### src/rtl/mznm_pkg.sv
// Shared ISA constants for the fetch/decode path: opcode field, the
// immediate-carrying opcodes, the NOP word and the F/D state encoding.
package mznm_pkg;

    localparam int OPC_W = 5;

    localparam logic [OPC_W-1:0] OPC_NOP  = 5'd0;
    localparam logic [OPC_W-1:0] OPC_LDM  = 5'd20;
    localparam logic [OPC_W-1:0] OPC_IADD = 5'd21;
    localparam logic [OPC_W-1:0] OPC_LDD  = 5'd22;
    localparam logic [OPC_W-1:0] OPC_STD  = 5'd23;

    localparam logic [15:0] NOP_WORD = 16'h0000;

    localparam logic [0:0] S_OP  = 1'b0;
    localparam logic [0:0] S_IMM = 1'b1;

    function automatic logic opc_has_imm(input logic [OPC_W-1:0] opc);
        return (opc == OPC_LDM) || (opc == OPC_IADD) ||
               (opc == OPC_LDD) || (opc == OPC_STD);
    endfunction

endpackage

### src/rtl/fd_buffer_if.sv
// Fetch-side inputs and decode-side packet outputs of the F/D buffer.
interface fd_buffer_if #(
    parameter int PC_W  = 32,
    parameter int CNT_W = 16
);
    logic             fetchValid;
    logic [15:0]      fetchWord;
    logic [PC_W-1:0]  fetchPc;
    logic             stall;
    logic             flush;
    logic [15:0]      instrOut;
    logic [15:0]      immOut;
    logic [PC_W-1:0]  pcOut;
    logic             validOut;
    logic             hasImmOut;
    logic             immPending;
    logic [CNT_W-1:0] issuedCount;

    modport master (
        output fetchValid, fetchWord, fetchPc, stall, flush,
        input  instrOut, immOut, pcOut, validOut, hasImmOut, immPending, issuedCount
    );

    modport slave (
        input  fetchValid, fetchWord, fetchPc, stall, flush,
        output instrOut, immOut, pcOut, validOut, hasImmOut, immPending, issuedCount
    );
endinterface

### src/rtl/imm_opcode_decode.sv
// Flags opcodes that are followed by a 16-bit immediate word; also used by
// the decode-stage control unit.
module imm_opcode_decode
    import mznm_pkg::*;
(
    input  logic [OPC_W-1:0] i_opcode,
    output logic             o_is_imm
);
    assign o_is_imm = opc_has_imm(i_opcode);
endmodule

### src/rtl/fd_buffer.sv
// Fetch/Decode stage buffer: registers on the falling edge and pairs an
// immediate-carrying opcode word with the word that follows it.
//
// state | meaning
// S_OP  | expecting an opcode word
// S_IMM | opcode word held, waiting for its immediate word
module fd_buffer
    import mznm_pkg::*;
#(
    parameter int PC_W  = 32,
    parameter int CNT_W = 16
) (
    input logic       Clk,
    input logic       Rst,
    fd_buffer_if.slave bus
);
    logic [0:0]       r_state;
    logic [15:0]      r_hold_word;
    logic [PC_W-1:0]  r_hold_pc;
    logic [15:0]      r_instr;
    logic [15:0]      r_imm;
    logic [PC_W-1:0]  r_pc;
    logic             r_valid;
    logic             r_has_imm;
    logic [CNT_W-1:0] r_count;

    logic             w_is_imm;
    logic             w_cnt_max;

    imm_opcode_decode u_imm_dec (
        .i_opcode (bus.fetchWord[15:11]),
        .o_is_imm (w_is_imm)
    );

    assign w_cnt_max = &r_count;

    always_ff @(negedge Clk) begin
        if (Rst) begin
            r_state     <= S_OP;
            r_hold_word <= NOP_WORD;
            r_hold_pc   <= '0;
            r_instr     <= NOP_WORD;
            r_imm       <= '0;
            r_pc        <= '0;
            r_valid     <= 1'b0;
            r_has_imm   <= 1'b0;
            r_count     <= '0;
        end else if (bus.flush) begin
            // pcOut is left alone so the last issued address stays visible
            r_state   <= S_OP;
            r_instr   <= NOP_WORD;
            r_imm     <= '0;
            r_valid   <= 1'b0;
            r_has_imm <= 1'b0;
        end else if (!bus.stall) begin
            r_instr   <= NOP_WORD;
            r_imm     <= '0;
            r_valid   <= 1'b0;
            r_has_imm <= 1'b0;
            case (r_state)
                S_OP: begin
                    if (bus.fetchValid && w_is_imm) begin
                        r_hold_word <= bus.fetchWord;
                        r_hold_pc   <= bus.fetchPc;
                        r_state     <= S_IMM;
                    end else if (bus.fetchValid) begin
                        r_instr <= bus.fetchWord;
                        r_pc    <= bus.fetchPc;
                        r_valid <= 1'b1;
                        if (!w_cnt_max) r_count <= r_count + CNT_W'(1);
                    end
                end
                S_IMM: begin
                    // the word here is raw immediate data, never opcode-decoded
                    if (bus.fetchValid) begin
                        r_instr   <= r_hold_word;
                        r_pc      <= r_hold_pc;
                        r_imm     <= bus.fetchWord;
                        r_has_imm <= 1'b1;
                        r_valid   <= 1'b1;
                        r_state   <= S_OP;
                        if (!w_cnt_max) r_count <= r_count + CNT_W'(1);
                    end
                end
            endcase
        end
    end

    assign bus.instrOut    = r_instr;
    assign bus.immOut      = r_imm;
    assign bus.pcOut       = r_pc;
    assign bus.validOut    = r_valid;
    assign bus.hasImmOut   = r_has_imm;
    assign bus.immPending  = (r_state == S_IMM);
    assign bus.issuedCount = r_count;

endmodule

### src/flat_wrapper.sv
// flat-port wrapper written by rule: the top's interface ports become plain ports
module fd_buffer_flat import mznm_pkg::*;
#(
    parameter int PC_W  = 32,
    parameter int CNT_W = 16
)
  (Clk, Rst, bus_fetchValid, bus_fetchWord, bus_fetchPc, bus_stall, bus_flush, bus_instrOut, bus_immOut, bus_pcOut, bus_validOut, bus_hasImmOut, bus_immPending, bus_issuedCount);
  fd_buffer_if #(.PC_W(PC_W), .CNT_W(CNT_W)) bus_i ();
  input logic Clk;
  input logic Rst;
  input wire logic [$bits(bus_i.fetchValid)-1:0] bus_fetchValid;
  input wire logic [$bits(bus_i.fetchWord)-1:0] bus_fetchWord;
  input wire logic [$bits(bus_i.fetchPc)-1:0] bus_fetchPc;
  input wire logic [$bits(bus_i.stall)-1:0] bus_stall;
  input wire logic [$bits(bus_i.flush)-1:0] bus_flush;
  output wire logic [$bits(bus_i.instrOut)-1:0] bus_instrOut;
  output wire logic [$bits(bus_i.immOut)-1:0] bus_immOut;
  output wire logic [$bits(bus_i.pcOut)-1:0] bus_pcOut;
  output wire logic [$bits(bus_i.validOut)-1:0] bus_validOut;
  output wire logic [$bits(bus_i.hasImmOut)-1:0] bus_hasImmOut;
  output wire logic [$bits(bus_i.immPending)-1:0] bus_immPending;
  output wire logic [$bits(bus_i.issuedCount)-1:0] bus_issuedCount;
  assign bus_i.fetchValid = bus_fetchValid;
  assign bus_i.fetchWord = bus_fetchWord;
  assign bus_i.fetchPc = bus_fetchPc;
  assign bus_i.stall = bus_stall;
  assign bus_i.flush = bus_flush;
  assign bus_instrOut = bus_i.instrOut;
  assign bus_immOut = bus_i.immOut;
  assign bus_pcOut = bus_i.pcOut;
  assign bus_validOut = bus_i.validOut;
  assign bus_hasImmOut = bus_i.hasImmOut;
  assign bus_immPending = bus_i.immPending;
  assign bus_issuedCount = bus_i.issuedCount;
  fd_buffer #(.PC_W(PC_W), .CNT_W(CNT_W)) u_core (.Clk(Clk), .Rst(Rst), .bus(bus_i));
endmodule
### config.mk
export PLATFORM = sky130hd
export DESIGN_NAME = fd_buffer_flat
export DESIGN_NICKNAME = d
export VERILOG_FILES = /design/src/rtl/mznm_pkg.sv /design/src/rtl/fd_buffer_if.sv /design/src/rtl/imm_opcode_decode.sv /design/src/rtl/fd_buffer.sv /design/src/flat_wrapper.sv
export SDC_FILE = /design/constraint.sdc
export NUM_CORES = 1
export LEC_CHECK = 0
export ABC_AREA = 1
export CAP_MARGIN = 20
export CORE_AREA = 2 2 110 112
export DETAILED_ROUTE_END_ITERATION = 8
export DIE_AREA = 0 0 112 114
export PLACE_DENSITY_LB_ADDON = 0.1
export SKIP_CTS_REPAIR_TIMING = 1
export SYNTH_ARGS = -nofsm -noshare
export SYNTH_HDL_FRONTEND = slang
export SYNTH_SLANG_ARGS = --single-unit
### constraint.sdc
create_clock -name Clk -period 1.9 [get_ports Clk]
set_input_delay 0.38 -clock Clk [delete_from_list [all_inputs] [get_ports Clk]]
set_output_delay 0.38 -clock Clk [all_outputs]
set_load 0.01 [all_outputs]
==> impl_metrics.csv <==
group,metric,value,unit
run_status,status,"finished, violations left",
run_status,violations,"negative setup slack",
timing,slew-limit-headroom,62.7,%
grt,overflow,0,
clock_tree,clockBufferDepth,2,
synth,synth_edf_count,0,
synth,ys_top_cells_by_area,"dfxtp_1 (47%), nand2_1 (16%), a21oi_1 (6.6%), o211a_1 (5.8%), nand3_1 (4.6%)",
placed_design,postPlaceCellArea,0.00734,mm2
synth,synth-seq-cells,131,
placed_design,pre_cts_slack,-1.16,ns
placed_design,gp_congestion,0.890,
clock_tree,clk_pin_slew,0.07,ns
synth,seq_area_frac_synth,47.2,%
power_and_ir_drop,swShare,31.2,%
synth,synth_top_area_share,47.2,%
routing,drtIter0Drc,611,
timing,holdWs,0.452,ns
clock_tree,cts_sinks,131,
grt,grt_max_degree,39,
finish,regArea,0.00273,mm2
placed_design,port_buffers,135,
grt,grt_pass1_vias,6212,
setup_path,max_stage_delay,0.36,ns
timing,tightest_slew,0.559,ns
finish,multiInputGateArea,0.00326,mm2
routing,wl,22900,um
setup_path,reg2reg_setup_slack,-0.01,ns
synth,avgSynthCellArea,7.60,um2
synth,syn_nets,785,
setup_path,start_kind,"register",
clock_tree,cts_tree,"built",
setup_path,setup.worst_path.end_class,"output port",
die,die-area,0.0128,mm2
power_and_ir_drop,power_frac_seq,34.3,%
die,num_rows,40,
timing,finalSetupViolCount,188,
finish,final_layout_size_suffix_gt1_share,42.8,%
synth,synthCells,731,
die,core,0.0117,mm2
die,ios,136,
timing,worst_slack,-0.377,ns
hold_path,hold_depth,2,
finish,nFillCells,583,
setup_path,critPathMaxFanout,2,
grt,antenna_found_initial,0,
routing,vias_per_cell,5.69,
finish,diodes,0,
grt,track_usage,24.8,%
routing,drc,0,
synth,synth_flop_cell,"dfxtp_1",
routing,ant_nets,0,
power_and_ir_drop,p_int,0.00576,W
hold_path,hp-class,"reg -> reg",
synth,yosys_warnings,0,
setup_path,cp_top_family,"flip-flops",
setup_path,cp.depth,1,
clock_tree,numCtsBuffers,17,
setup_path,reg2reg_depth,10,
power_and_ir_drop,comb_power_share,8.9,%
synth,yosys-top-cells-count,"nand2_1 (231), dfxtp_1 (131), a21oi_1 (73)",
timing,rsz0062_at_grt,"true",
clock_tree,cts_max_level,4,
setup_path,cp_slowest_cell,"dfxtp_2",
synth,async_flop_share,0,%
timing,drv_slew,0,
die,start_util,47.4,%
placed_design,dp.cells,1021,
synth,yosysUniqueCellTypes,30,
power_and_ir_drop,pwr-share-clk,56.9,%
power_and_ir_drop,p_switching,0.00262,W
synth,yosysTopAreaCell,"dfxtp_1",
routing,drt_pass1_iterations,8,
setup_path,critical_path_class,"reg -> out",
clock_tree,root_buffer,"clkbuf_16",
setup_path,worstPathArrival,1.90,ns
routing,num_vias,6937,
synth,netlist_area,0.00556,mm2
run,maxCapViolCount,0,
finish,area_delta_synth_final,81.5,%
synth,yosysMostFrequentCell,"nand2_1",
finish,final_cells,1220,
grt,grt_pass1_wl,25900,um
power_and_ir_drop,power_per_cell_area,830,mW/mm2
placed_design,dp.final_hpwl,10200,um
power_and_ir_drop,ir_worst_vdd,862,uV
finish,final_nets,1114,
setup_path,required,1.52,ns
timing,final-hold-violation-count,0,
die,die_w,112,um
clock_tree,insertion_delay,0.48,ns
timing,finalClockSkew,0.0419,ns
power_and_ir_drop,leakage,4.67,nW
setup_path,path_cells,"buf_6",
routing,wl_per_cell,18.8,um
finish,fin_area,0.0101,mm2
die,die_h,114,um
setup_path,critPathBufInv,1,
==> registers in the layout (all words and copies together), names as in the netlist <==
register	flops
u_core.r_hold_pc	32
u_core.bus.immOut	16
u_core.bus.instrOut	16
u_core.bus.validOut	1
u_core.bus.hasImmOut	1
u_core.bus.pcOut	32
u_core.bus.immPending	1
u_core.r_hold_word	16
u_core.bus.issuedCount	16
==> worst paths after layout <==
| check | start | to |
|---|---|---|
| max | u_core.bus.pcOut[1] | bus_pcOut[1] |
| min | u_core.r_hold_word[1] | u_core.r_hold_word[1] |
| max reg2reg | u_core.bus.immPending | u_core.r_hold_pc[22] |
| min reg2reg | u_core.r_hold_word[1] | u_core.r_hold_word[1] |
==> tightest hold or removal path, cell delays in order (launching register included) <==
cell and delay (ns):
dfxtp_1 0.29, inv_1 0.06, a21oi_1 0.06
==> routing by layer <==
layer  share of wire, %  vias up  wire length [um]  global-route usage (%)
met3                8.2      113              1870                    9.30
met4                4.9        0              1120                    14.9
met1                 35     3294              8110                    26.1
li1                   -     3083                 -                       -
met2                 51      447             11800                    42.5
met5                  0        -                 0                       0
==> cell families (layout without fill, tap and decap cells) <==
| group | count (synthesis) | after routing | synth area share, % |
|---|---|---|---|
| AOI/OAI and AO/OA | 160 | 160 | 17.9 |
| xor gates and xnor gates | 3 | 3 | 0.473 |
| adders and majority gates | 1 | 1 | 0.225 |
| buffers and inverters | 88 | 429 | 7.63 |
| DFF | 131 | 131 | 47.2 |
| and+or+nand+nor | 348 | 349 | 26.6 |
==> placed cells by master (no fill, tap or decap), types with 32 or more instances in the layout <==
master / instances
a21oi_2: 42
dfxtp_1: 48
nor2_1: 39
nand2_1: 176
nand2_4: 35
buf_6: 97
dfxtp_2: 83
a21oi_1: 34
clkdlybuf4s50_1: 45
buf_4: 49
o211a_1: 32
inv_1: 164
==> power groups by stage <==
stage | logic (W) | clock network [W] | registers, W
after global placement | 0.000535 | 0.000420 | 0.00289
final | 0.000743 | 0.00476 | 0.00287
after floorplan | 0.000214 | 0.000420 | 0.00291
after CTS | 0.000549 | 0.00459 | 0.00286
after detailed placement | 0.000544 | 0.000420 | 0.00289
after global routing | 0.000775 | 0.00508 | 0.00287
==> per-stage QoR <==
stage | TNS, ns | utilization, % | power, W
6_report | -43.50 | 86.1 | 0.00838
5_1_grt | -48.77 | 86.1 | 0.00873
4_1_cts | -138.30 | 72.1 | 0.00800
3_5_place_dp | -158.46 | 62.7 | 0.00385
3_3_place_gp | -154.16 | 62.7 | 0.00384
2_1_floorplan | -40.30 | - | 0.00354
==> area by class of cell <==
type                       instances  area share, %
multi-input combinational        513           32.3
sequential                       131           27.0
timing repair buffer             222           25.1
clock inverter                   146           6.74
clock buffer                      17           4.22
inverter                          40           1.86
tap                              147           1.82
timing repair inverter             4          0.918
Power figures use the tool's default switching activity.
==> RTL edit, RTL diff (same settings) <==
`CNT_W` is set to 16 in 3 places; all go to 14.
--- a/src/rtl/fd_buffer_if.sv
+++ b/src/rtl/fd_buffer_if.sv
@@ -1,7 +1,7 @@
 // Fetch-side inputs and decode-side packet outputs of the F/D buffer.
 interface fd_buffer_if #(
     parameter int PC_W  = 32,
-    parameter int CNT_W = 16
+    parameter int CNT_W = 14
 );
     logic             fetchValid;
     logic [15:0]      fetchWord;
--- a/src/rtl/fd_buffer.sv
+++ b/src/rtl/fd_buffer.sv
@@ -8,7 +8,7 @@
     import mznm_pkg::*;
 #(
     parameter int PC_W  = 32,
-    parameter int CNT_W = 16
+    parameter int CNT_W = 14
 ) (
     input logic       Clk,
     input logic       Rst,
--- a/src/flat_wrapper.sv
+++ b/src/flat_wrapper.sv
@@ -2,7 +2,7 @@
 module fd_buffer_flat import mznm_pkg::*;
 #(
     parameter int PC_W  = 32,
-    parameter int CNT_W = 16
+    parameter int CNT_W = 14
 )
   (Clk, Rst, bus_fetchValid, bus_fetchWord, bus_fetchPc, bus_stall, bus_flush, bus_instrOut, bus_immOut, bus_pcOut, bus_validOut, bus_hasImmOut, bus_immPending, bus_issuedCount);
   fd_buffer_if #(.PC_W(PC_W), .CNT_W(CNT_W)) bus_i ();
Interface: changed (resized bus_issuedCount); port bits go from 136 to 134. The function was not compared with the original's and may differ.
==> RTL edit against the original RTL <==
Critical path type unchanged. Setup slack worse by 4.1 ps. Highest routed layer unchanged. Cell area up 1.1%. The run still ends with negative setup slack left. Synthesized area down 3.8%. Largest cell class unchanged. Routed wire length up 3.3%. Total power rose by 1.4%. Sequential cell count down 2. Via count fell by 2.4%.
==> RTL edit: results (changes against the original RTL) <==
Drt
  • WL met2: 11780 µm (was 11790 µm)
  • Vias after detailed routing: 6772 (was 6937)
  • DR WL/cell: 19.85 µm (was 18.76 µm)
  • M1 wire length: 8343 µm (was 8112 µm)

Timing
  • Max-slew headroom at the worst pin: 64.90% (was 62.72%)
  • Hold slack final: 463.6 ps (was 452.2 ps)
  • Setup TNS: -48170 ps (was -43500 ps)
  • Worst setup margin: -381.0 ps (was -376.9 ps)
  • Setup Skew: 50.41 ps (was 41.95 ps)
  • # setup viols final: 194 (was 188)

Placed design
  • Final Wtd Congestion: 0.8853 (was 0.8898)
  • Post-place setup slack: -1197 ps (was -1165 ps)
  • Detailed Place HPWL: 9983 µm (was 10210 µm)

Cells and area
  • Share of cell area taken by multi-input logic gates: 32.67% (was 32.32%)
  • Clock-cell share of area: 10.97% (was 10.95%)
  • Nets: 1085 (was 1114)
  • Nonclk inv count: 39 (was 44)
  • Multi-input gate count: 488 (was 513)
  • Final core utilization: 87.04% (was 86.12%)

Pwr
  • Leakage: 4.682 nW (was 4.666 nW)

Hold path
  • Worst hold endpoint: u_core.bus.immOut[7] (was u_core.r_hold_word[1])

CTS
  • Clk_lat worst skew: 500 ps (was 480 ps)

Status
  • Failing checks: negative setup slack (unchanged)
  • Status: finished with violations (unchanged)

Worst setup path
  • Reg2Reg Setup Slack: -210 ps (was -10 ps)
  • Reg2reg path depth: 11 (was 10)

Global routing
  • Pin count of the biggest net entering global routing: 43 (was 39)
  • Gr usage total: 24.42% (was 24.79%)
[RTL edit: worst max-delay path by stage]
stage                                  from                       to  slack, ps
detailed placement        bus_fetchWord[15]  u_core.bus.instrOut[12]      -1200
CTS                 u_core.bus.instrOut[14]         bus_instrOut[14]       -830
finish                 u_core.bus.hasImmOut            bus_hasImmOut       -380
global placement          bus_fetchWord[15]   u_core.bus.instrOut[9]      -1170
global route           u_core.bus.pcOut[27]            bus_pcOut[27]       -390
floorplan                 bus_fetchWord[15]      u_core.bus.pcOut[0]       -370
[RTL edit: cells by family (layout without fill, tap and decap cells)]
logic type	after synthesis	count (layout)	share of synthesized area, %
fa+ha+maj	1	1	0.2339
compound gates	157	157	18.60
flops	129	129	48.29
buf+inv	79	427	7.089
xor+xnor	7	7	1.146
simple gates	322	323	24.64
[RTL edit: where the power goes]
group	total (mW)	leakage [nW]	switching (mW)	internal (mW)
clock network	4.89	0.999	2.21	2.69
registers	2.83	1.08	0.0430	2.79
logic	0.769	2.60	0.389	0.380
total	8.49	4.68	2.64	5.85
